File: src/rtl/pe_pkg.sv
// Shared definitions for the weight-stationary processing element:
// control encodings and the partial-sum width factor.
package pe_pkg;

    localparam int PSUM_FACTOR = 4;

    typedef enum logic [1:0] {
        CTRL_IDLE    = 2'b00,
        CTRL_LOAD    = 2'b01,
        CTRL_COMPUTE = 2'b10,
        CTRL_RSVD    = 2'b11
    } ctrl_e;

endpackage

File: src/rtl/pe_mac.sv
// Combinational signed multiply-add: y = d + a*w, wrapping at PSUM_FACTOR*WORD_WIDTH bits.
module pe_mac
    import pe_pkg::*;
#(
    parameter int WORD_WIDTH = 8
) (
    input  logic signed [WORD_WIDTH-1:0]             a,
    input  logic signed [WORD_WIDTH-1:0]             w,
    input  logic signed [PSUM_FACTOR*WORD_WIDTH-1:0] d,
    output logic signed [PSUM_FACTOR*WORD_WIDTH-1:0] y
);

    localparam int PROD_W = 2 * WORD_WIDTH;
    localparam int PSUM_W = PSUM_FACTOR * WORD_WIDTH;

    logic signed [PROD_W-1:0] prod;
    logic signed [PSUM_W-1:0] prod_ext;

    assign prod     = a * w;
    assign prod_ext = {{(PSUM_W-PROD_W){prod[PROD_W-1]}}, prod};
    assign y        = d + prod_ext;

endmodule

File: src/rtl/processing_element_ws.sv
// Weight-stationary systolic PE: holds one weight, shifts weights south in load
// mode and forwards activation east / partial sum south in compute mode.
module processing_element_ws
    import pe_pkg::*;
#(
    parameter int WORD_WIDTH = 8
) (
    input  logic                                     clk,
    input  logic                                     reset_n,
    input  logic [1:0]                               control,
    input  logic signed [WORD_WIDTH-1:0]             a_in,
    input  logic signed [PSUM_FACTOR*WORD_WIDTH-1:0] d_in,
    output logic [1:0]                               control_out,
    output logic signed [WORD_WIDTH-1:0]             a_out,
    output logic signed [PSUM_FACTOR*WORD_WIDTH-1:0] d_out
);

    localparam int PSUM_W = PSUM_FACTOR * WORD_WIDTH;

    logic signed [WORD_WIDTH-1:0] weight_p0;
    logic signed [PSUM_W-1:0]     mac_sum;
    logic signed [PSUM_W-1:0]     weight_ext;

    pe_mac #(
        .WORD_WIDTH(WORD_WIDTH)
    ) u_mac (
        .a (a_in),
        .w (weight_p0),
        .d (d_in),
        .y (mac_sum)
    );

    assign weight_ext = {{(PSUM_W-WORD_WIDTH){weight_p0[WORD_WIDTH-1]}}, weight_p0};

    // Output register stage; reset is named _n but is active-high.
    always_ff @(posedge clk or posedge reset_n) begin
        if (reset_n) begin
            weight_p0   <= '0;
            control_out <= CTRL_IDLE;
            a_out       <= '0;
            d_out       <= '0;
        end else begin
            control_out <= control;
            case (ctrl_e'(control))
                CTRL_LOAD: begin
                    weight_p0 <= d_in[WORD_WIDTH-1:0];
                    d_out     <= weight_ext;
                    a_out     <= '0;
                end
                CTRL_COMPUTE: begin
                    d_out <= mac_sum;
                    a_out <= a_in;
                end
                default: ;
            endcase
        end
    end

endmodule

File: config.mk
export PLATFORM = sky130hd
export DESIGN_NAME = processing_element_ws
export DESIGN_NICKNAME = d
export VERILOG_FILES = /design/src/rtl/pe_pkg.sv /design/src/rtl/pe_mac.sv /design/src/rtl/processing_element_ws.sv
export SDC_FILE = /design/constraint.sdc
export NUM_CORES = 1
export LEC_CHECK = 0
export ABC_CLOCK_PERIOD_IN_PS = 6900
export BUFFER_PORTS_ARGS = -buffer_cell sky130_fd_sc_hd__clkbuf_2
export CAP_MARGIN = 20
export CORE_ASPECT_RATIO = 1.1
export CORE_MARGIN = 4
export CORE_UTILIZATION = 40
export DETAILED_ROUTE_END_ITERATION = 10
export PLACE_DENSITY_LB_ADDON = 0.05
export SLEW_MARGIN = 20
export SYNTH_ARGS = -nofsm -noshare
export SYNTH_HDL_FRONTEND = slang
export SYNTH_SLANG_ARGS = --single-unit
File: constraint.sdc
create_clock -name clk -period 6.9 [get_ports clk]
set_input_delay 1.38 -clock clk [delete_from_list [all_inputs] [get_ports clk]]
set_output_delay 1.38 -clock clk [all_outputs]
set_load 0.01 [all_outputs]
==> impl_summary.log, run 1 <==
[metrics] run status: finished, final reports clean
[metrics] post-CTS setup buffer count: 0
[metrics] vertical extent of the die: 151 um
[metrics] drt via density: 5.00
[metrics] synthesized area: 7450 um2
[metrics] Setup crit end kind: flip-flop
[metrics] slowest cell on the critical path: sky130_fd_sc_hd__fa_1
[metrics] Layout Area Growth over Synthesis: 12.2%
[metrics] critical path arrival: 6500 ps
[metrics] final period utilization: 0.916
[metrics] sequential cell area fraction in the yosys report: 0.168
[metrics] RePlAce Congestion: 0.846
[metrics] depth of the critical timing path with buffers and inverters included: 18
[metrics] effective utilization at floorplan: 0.406
[metrics] die extent in x: 138 um
[metrics] share of flip-flops with an asynchronous set or reset: 1.00
[metrics] max-slew violation total from the final report: 0
[metrics] CP peak stage delay: 630 ps
[metrics] clk sink count: 50
[metrics] clk slew on worst S/H paths: 70 ps
[metrics] total gr overflow: 0
[metrics] Highest Clock Rate: 158 MHz
[metrics] all-layer global routing usage: 0.180
[metrics] total I/O pin count: 86
[metrics] H-tree levels: 2
[metrics] number of enable flip-flop cells after synthesis: 0
[metrics] critical path peak fanout: 13
[metrics] slew of the pin with the lowest slew margin: 698 ps
[metrics] number of nets in the layout: 1041
[metrics] Buf/Inv on CP: 3
[metrics] path type of the worst min-delay path: reg2reg
[metrics] Total Wirelength: 17.6 mm
[metrics] Worst Hold Path Cells: 2
[metrics] Netlist cell types: 59
[metrics] ordered cell list for the critical path: clkbuf_2 > nand2_1 > fa_1 > fa_1 > inv_1 > buf_12 > fa_1 > fa_1 > ha_1 > ha_1 > and3_4 > nor2b_4 > o21ai_0 > o311ai_4 > a21boi_1 > o311ai_1 > xor2_1 > a221o_1
[metrics] # port buffers: 85
[metrics] number of hold buffers added after cts: 0
[metrics] mean post-synth cell area: 10.5 um2
[metrics] worst max-slew margin expressed relative to the limit: 0.535
[metrics] antenna violations before repair: 0
[metrics] Vias: 5168
[metrics] number of synthesized register bits: 50
[metrics] final number of hold-violating endpoints: 0
[metrics] # Max-Cap Violations: 0
[metrics] Worst Setup Path Type: in2reg
[metrics] startpoint type of the worst setup path: input port
[metrics] DIE AREA: 20900 um2
[metrics] final sum of negative setup slack: 0 ps
[metrics] most common cell after layout, fill and taps aside: sky130_fd_sc_hd__fa_1
[metrics] minimum setup slack after placement: 224 ps
[metrics] cell mode on critical path: sky130_fd_sc_hd__fa_1
[metrics] Site Rows: 52
[metrics] Antenna Diode Count: 0
[metrics] first-pass GRT wire length: 30.5 mm
[metrics] Final Skew: 3.36 ps
[metrics] Final HPWL DP: 15.0 mm
[metrics] WP data required: 7080 ps
[metrics] Synthesis Warnings: 0
[metrics] synthesized netlist net count: 959
[metrics] final setup slack of the worst path: 578 ps
[metrics] cts bufs inserted: 5
[metrics] total DRC errors in the routed layout: 0
[metrics] share of post-route cells with drive strength above 1: 0.180
[metrics] DRT iter0 DRCs: 179
[metrics] via count of the first global-routing pass: 5761
[metrics] average detailed-routed wire length per instance: 17.1 um
[metrics] unrepaired setup endpoints after global routing: no
[metrics] clock tree root buffer cell: sky130_fd_sc_hd__clkbuf_16
[metrics] pin count of the biggest net entering global routing: 70
[metrics] Final setup violation count: 0
[metrics] Std-Cell Core Area: 18300 um2
[metrics] R2R cell count: 17
[metrics] TritonCTS clock tree: done
[metrics] remaining antenna violation count after routing: 0
[metrics] first-pass iteration count of the detailed router: 5
[metrics] most used cells in the layout excluding fill and tap cells: 136 x sky130_fd_sc_hd__fa_1, 104 x sky130_fd_sc_hd__inv_1, 85 x sky130_fd_sc_hd__clkbuf_2
[metrics] CTS max path bufs: 2
[metrics] insertion delay of the later-clocked pin in the worst-skew pair: 290 ps
[metrics] quantity of gates resized following cts: 0
[metrics] primary flip-flop cell chosen by synthesis mapping: sky130_fd_sc_hd__dfrtp_1
[metrics] Gate Count Post-Synth: 707
[metrics] minimum clock period: 6320 ps
[metrics] Layout Utilization: 0.456
[metrics] cell family contributing the most delay on the critical path: adder cells
-- final timing paths --
check	to	slack [ps]	start
max in group asynchronous	a_out[7]$_DFFE_PP0P_	5220	reset_n
min in group asynchronous	a_out[1]$_DFFE_PP0P_	1250	reset_n
hold / removal	a_out[6]$_DFFE_PP0P_	480	a_out[6]$_DFFE_PP0P_
hold reg to reg	a_out[6]$_DFFE_PP0P_	480	a_out[6]$_DFFE_PP0P_
setup / recovery	d_out[25]$_DFFE_PP0P_	580	a_in[7]
setup reg to reg	d_out[25]$_DFFE_PP0P_	1130	weight_p0[2]$_DFFE_PP0N_
-- cells by family after synthesis --
family                   Yosys count  synth area share
flip-flops                        50             0.168
AND/OR/NAND/NOR                  144            0.0988
multiplexers                      16            0.0230
AO/OA/AOI/OAI                    128             0.119
buffers and inverters            132            0.0709
adder cells (fa/ha/maj)          208             0.487
XOR/XNOR                          29            0.0341
-- area by class of cell --
| type | instances | area [um2] |
|---|---|---|
| tap | 243 | 304 |
| fill | 1818 | 9990 |
| clock inverter | 3 | 21.3 |
| multi-input combinational | 525 | 5670 |
| sequential | 50 | 1250 |
| inverter | 105 | 394 |
| timing repair buffer | 102 | 591 |
| clock buffer | 5 | 125 |
-- Yosys cell counts, types with 2 or more instances --
| library cell | instances | area [um2] |
|---|---|---|
| sky130_fd_sc_hd__a21oi_1 | 38 | 190 |
| sky130_fd_sc_hd__a221o_1 | 7 | 70.1 |
| sky130_fd_sc_hd__inv_1 | 105 | 394 |
| sky130_fd_sc_hd__nand2b_1 | 3 | 18.8 |
| sky130_fd_sc_hd__xnor2_1 | 22 | 193 |
| sky130_fd_sc_hd__mux2_2 | 9 | 101 |
| sky130_fd_sc_hd__clkbuf_1 | 21 | 78.8 |
| sky130_fd_sc_hd__and2_1 | 32 | 200 |
| sky130_fd_sc_hd__xor2_1 | 7 | 61.3 |
| sky130_fd_sc_hd__nor2b_1 | 10 | 62.6 |
| sky130_fd_sc_hd__o21a_1 | 3 | 22.5 |
| sky130_fd_sc_hd__nand3_1 | 7 | 35.0 |
| sky130_fd_sc_hd__a22o_1 | 3 | 26.3 |
| sky130_fd_sc_hd__mux2i_1 | 7 | 70.1 |
| sky130_fd_sc_hd__and2b_2 | 3 | 26.3 |
| sky130_fd_sc_hd__dfrtp_1 | 50 | 1250 |
| sky130_fd_sc_hd__nand4_1 | 2 | 12.5 |
| sky130_fd_sc_hd__o21ai_0 | 33 | 165 |
| sky130_fd_sc_hd__ha_1 | 72 | 901 |
| sky130_fd_sc_hd__o21bai_1 | 4 | 30.0 |
| sky130_fd_sc_hd__a211oi_1 | 3 | 22.5 |
| sky130_fd_sc_hd__a211o_1 | 2 | 17.5 |
| sky130_fd_sc_hd__nor2b_2 | 2 | 17.5 |
| sky130_fd_sc_hd__nor2_1 | 7 | 26.3 |
| sky130_fd_sc_hd__a31oi_1 | 2 | 12.5 |
| sky130_fd_sc_hd__o21ai_1 | 3 | 15.0 |
| sky130_fd_sc_hd__a21o_1 | 12 | 90.1 |
| sky130_fd_sc_hd__and4_1 | 2 | 17.5 |
| sky130_fd_sc_hd__nand2_1 | 69 | 259 |
| sky130_fd_sc_hd__fa_1 | 136 | 2720 |
| sky130_fd_sc_hd__clkbuf_8 | 2 | 27.5 |
| sky130_fd_sc_hd__or3_1 | 2 | 12.5 |
-- per-stage QoR --
| step | hold WS, ps | std cells | area (um2) |
|---|---|---|---|
| floorplan | 516 | 707 | 7450 |
| global placement | 465 | 1025 | 8210 |
| detailed placement | 475 | 1025 | 8210 |
| CTS | 492 | 1033 | 8360 |
| global route | 513 | 1033 | 8360 |
| finish | 484 | 1033 | 8360 |
-- registers in the layout, summed over array words and instances (netlist names) --
register and flops:
a_out 8, control_out 2, weight_p0 8, d_out 32
-- worst register-to-register path, delay by kind of cell (launching register included) --
kind	cells	cell delay (ps)
XOR/XNOR	1	110
AND/OR/NAND/NOR	3	720
adder cells (fa/ha/maj)	6	2770
AO/OA/AOI/OAI	5	1130
flip-flops	1	630
buffers and inverters	2	310
-- layer usage --
metal | up-vias | global-route usage | share of wire | wire, um
met5 | - | 0 | 0 | 0
met4 | 0 | 0.0351 | 0.016 | 278
met3 | 13 | 0.0193 | 0.026 | 456
met2 | 92 | 0.323 | 0.51 | 8940
met1 | 2617 | 0.240 | 0.45 | 7940
li1 | 2446 | - | - | -
Power of run 1 is not shown: default switching activity piles up to over one toggle a cycle in this logic, so the estimate is an artifact.
==> run 2, diff against run 1 <==
SYNTH_HIERARCHICAL = 1   (was not set)
==> run 2 against run 1 <==
  * Sequential share of layout area is 0.16 points lower
  * Synthesized cell count is 2.3% higher
  * Clock skew is 4.5 ps higher
  * Largest cell class unchanged
==> impl_summary.log, run 2 <==
[metrics] run status: finished, final reports clean
[metrics] combined area of the multi-input logic cells: 5770 um2 (+1.7%)
[metrics] insertion delay of the later-clocked pin in the worst-skew pair: 300 ps (about the same)
[metrics] slew of the pin with the lowest slew margin: 926 ps (+228 ps)
[metrics] worst reg2reg setup slack: 1040 ps (-90 ps)
[metrics] cell mode on critical path: sky130_fd_sc_hd__fa_1
[metrics] TritonCTS clock tree: done
[metrics] synthesized netlist net count: 976 (+1.8%)
[metrics] average detailed-routed wire length per instance: 16.7 um (-2.0%)
[metrics] number of flip-flops under the largest register name: 32 (unchanged)
[metrics] remaining antenna violation count after routing: 0 (unchanged)
[metrics] die extent in x: 139 um (+0.59%)
[metrics] Total Wirelength: 17.7 mm (+0.23%)
[metrics] post-CTS setup buffer count: 0 (unchanged)
[metrics] combinational family with the most area after synthesis: adder cells
[metrics] Site Rows: 52 (unchanged)
[metrics] slowest cell on the critical path: sky130_fd_sc_hd__fa_1
[metrics] share of cell area taken by muxes after synthesis: 0.0544 (+0.0314)
[metrics] Final setup violation count: 0 (unchanged)
[metrics] unrepaired setup endpoints after global routing: no
[metrics] all-layer global routing usage: 0.175 (-0.00505)
[metrics] R2R cell count: 17 (unchanged)
[metrics] drt via density: 4.99 (-0.29%)
[metrics] effective utilization at floorplan: 0.408 (+0.00215)
[metrics] antenna violations before repair: 0 (unchanged)
[metrics] clock tree root buffer cell: sky130_fd_sc_hd__clkbuf_16
[metrics] share of post-route cells with drive strength above 1: 0.157 (-0.0223)
[metrics] pin count of the biggest net entering global routing: 79 (+13%)
[metrics] cell family contributing the most delay on the critical path: adder cells
[metrics] worst hold path endpoint: d_out[9]$_DFFE_PP0P_
[metrics] most used cells in the layout excluding fill and tap cells: 136 x sky130_fd_sc_hd__fa_1, 100 x sky130_fd_sc_hd__inv_1, 85 x sky130_fd_sc_hd__clkbuf_2
[metrics] final sum of negative setup slack: 0 ps (unchanged)
[metrics] Setup crit end kind: flip-flop
[metrics] via count of the first global-routing pass: 5857 (+1.7%)
[metrics] # Max-Cap Violations: 0 (unchanged)
[metrics] total gr overflow: 0 (unchanged)
[metrics] share of Yosys cell area claimed by the top area cell type: 0.361 (-0.00449)
[metrics] sequential cell area fraction in the yosys report: 0.166 (-0.00206)
[metrics] DIE AREA: 21100 um2 (+1.2%)
[metrics] path type of the worst min-delay path: reg2reg
[metrics] final period utilization: 0.918 (+0.00198)
[metrics] most repeated cell in the gate-level netlist after synthesis: sky130_fd_sc_hd__fa_1
[metrics] Vias: 5268 (+1.9%)
[metrics] Netlist cell types: 54 (-8.5%)
[metrics] number of nets in the layout: 1065 (+2.3%)
[metrics] WP data required: 7060 ps (-20 ps)
[metrics] minimum clock period: 6340 ps (+13.7 ps)
[metrics] registers with the most flip-flops: d_out x32, a_out x8, weight_p0 x8
[metrics] Final Skew: 7.84 ps (+4.47 ps)
[metrics] XOR/XNOR share of the synthesized area: 0.0325 (-0.00158)
[metrics] Gate Count Post-Synth: 723 (+2.3%)
[metrics] Worst Setup Path Type: in2reg
[metrics] H-tree levels: 2 (unchanged)
[metrics] mean post-synth cell area: 10.4 um2 (-1.0%)
[metrics] arithmetic-cell share of the synthesized area counting full adders, half adders and majority gates: 0.482 (-0.00432)
[metrics] most common cell after layout, fill and taps aside: sky130_fd_sc_hd__fa_1
[metrics] final number of hold-violating endpoints: 0 (unchanged)
[metrics] hold path startpoint: d_out[9]$_DFFE_PP0P_
[metrics] cts bufs inserted: 5 (unchanged)
[metrics] critical path arrival: 6500 ps (about the same)
[metrics] FF+latch area: 1250 um2 (unchanged)
[metrics] top register by number of flip-flops: d_out
[metrics] primary flip-flop cell chosen by synthesis mapping: sky130_fd_sc_hd__dfrtp_1
[metrics] end of the worst register-to-register path: d_out[23]$_DFFE_PP0P_
[metrics] number of hold buffers added after cts: 0 (unchanged)
[metrics] Compound-Gate Fraction of Synth Area: 0.101 (-0.0181)
[metrics] Antenna Diode Count: 0 (unchanged)
[metrics] Std-Cell Core Area: 18500 um2 (+0.71%)
[metrics] critical path peak fanout: 9 (-4)
[metrics] startpoint of the worst-slack reg-to-reg timing path: weight_p0[7]$_DFFE_PP0N_
[metrics] filler cell count in the final layout: 1836 (+0.99%)
[metrics] total DRC errors in the routed layout: 0 (unchanged)
[metrics] largest area contributor in the synthesized netlist: sky130_fd_sc_hd__fa_1
[metrics] commonest cells in the netlist: 136 x sky130_fd_sc_hd__fa_1, 101 x sky130_fd_sc_hd__inv_1, 83 x sky130_fd_sc_hd__nand2_1, 73 x sky130_fd_sc_hd__ha_1, 50 x sky130_fd_sc_hd__dfrtp_1
[metrics] Synthesis Warnings: 6 (+6)
[metrics] worst max-slew margin expressed relative to the limit: 0.383 (-0.152)
[metrics] first-pass GRT wire length: 30.3 mm (-0.72%)
[metrics] CP peak stage delay: 600 ps (-30 ps)
[metrics] Layout Area Growth over Synthesis: 12.0%
[metrics] max-slew violation total from the final report: 0 (unchanged)
[metrics] synthesized area: 7540 um2 (+1.2%)
[metrics] area share of and/or/nand/nor cells after synthesis: 0.0944 (-0.00437)
[metrics] quantity of gates resized following cts: 0 (unchanged)
[metrics] total I/O pin count: 86 (unchanged)
[metrics] Buf/Inv on CP: 3 (unchanged)
[metrics] number of synthesized register bits: 50 (unchanged)
[metrics] ordered cell list for the critical path: clkbuf_2 > nand2_1 > fa_1 > fa_1 > inv_1 > buf_4 > fa_1 > fa_1 > ha_1 > ha_1 > a21o_1 > a21o_1 > a221o_1 > a221oi_2 > o21ai_1 > xnor2_1 > mux2i_1 > o21ai_1
[metrics] Highest Clock Rate: 158 MHz (-0.22%)
[metrics] clk sink count: 50 (unchanged)
[metrics] cells taking the most area after synthesis: sky130_fd_sc_hd__fa_1 36%, sky130_fd_sc_hd__dfrtp_1 17%, sky130_fd_sc_hd__ha_1 12%, sky130_fd_sc_hd__inv_1 5.0%, sky130_fd_sc_hd__mux2i_1 4.2%
[metrics] Worst Hold Path Cells: 2 (unchanged)
[metrics] # port buffers: 85 (unchanged)
[metrics] share of flip-flops with an asynchronous set or reset: 1.00 (unchanged)
[metrics] clk slew on worst S/H paths: 80 ps (about the same)
[metrics] startpoint type of the worst setup path: input port
[metrics] Final HPWL DP: 15.0 mm (about the same)
[metrics] RePlAce Congestion: 0.774 (-8.6%)
[metrics] number of enable flip-flop cells after synthesis: 0 (unchanged)
[metrics] DRT iter0 DRCs: 222 (+24%)
[metrics] CTS max path bufs: 2 (unchanged)
[metrics] vertical extent of the die: 152 um (+0.59%)
[metrics] first-pass iteration count of the detailed router: 4 (-1)
==> run 2: how the worst max path moves through the flow <==
stage	startpoint	slack, ps	end	cells after the start
final	a_in[7]	560	d_out[31]$_DFFE_PP0P_	18
after global routing	a_in[7]	270	d_out[28]$_DFFE_PP0P_	20
after CTS	a_in[7]	530	d_out[31]$_DFFE_PP0P_	18
after detailed placement	a_in[7]	230	d_out[23]$_DFFE_PP0P_	19
after global placement	a_in[7]	270	d_out[31]$_DFFE_PP0P_	19
after floorplan	a_in[7]	380	d_out[23]$_DFFE_PP0P_	18
==> run 2: metal layers <==
metal	vias up	global-route usage	wire length [um]
met5	-	0	0
met4	0	0.0489	487
met3	20	0.0189	610
met2	99	0.310	9010
met1	2630	0.227	7560
li1	2519	-	-
==> run 2: per-stage QoR <==
| step | setup slack [ps] | hold WS (ps) | instances | util | cell area [um2] |
|---|---|---|---|---|---|
| finish | 565 | 485 | 1056 | 0.457 | 8450 |
| global route | 267 | 512 | 1056 | 0.457 | 8450 |
| CTS | 532 | 493 | 1056 | 0.457 | 8450 |
| detailed placement | 235 | 476 | 1048 | 0.449 | 8290 |
| global placement | 275 | 466 | 1048 | 0.449 | 8290 |
| floorplan | 376 | 501 | 723 | - | 7540 |
==> run 2: worst register-to-register path: stages (launching register included) <==
cell and delay, ps:
sky130_fd_sc_hd__dfrtp_1 560, sky130_fd_sc_hd__clkinv_1 360, sky130_fd_sc_hd__fa_1 630, sky130_fd_sc_hd__inv_1 60, sky130_fd_sc_hd__fa_1 520, sky130_fd_sc_hd__fa_1 450, sky130_fd_sc_hd__fa_1 580, sky130_fd_sc_hd__fa_1 430
sky130_fd_sc_hd__ha_1 370, sky130_fd_sc_hd__a21o_1 210, sky130_fd_sc_hd__a21oi_1 180, sky130_fd_sc_hd__a21boi_1 120, sky130_fd_sc_hd__a211o_1 370, sky130_fd_sc_hd__o31ai_1 400, sky130_fd_sc_hd__nand2_1 120, sky130_fd_sc_hd__xnor2_1 140
sky130_fd_sc_hd__mux2i_1 120, sky130_fd_sc_hd__o21ai_0 90
==> run 2: cell type report <==
cell class                 instances  area share
multi-input combinational        550       0.683
sequential                        50       0.148
timing repair buffer             103      0.0693
inverter                         102      0.0456
tap                              243      0.0360
clock buffer                       5      0.0148
clock inverter                     3     0.00341
==> run 2: cells by family after synthesis <==
kind of cell,count (synthesis)
adders and majority gates,209
and+or+nand+nor,153
buffers and inverters,123
AOI/OAI and AO/OA,120
DFF,50
muxes,40
xor gates and xnor gates,28
Power of run 2 is left out for the same reason.
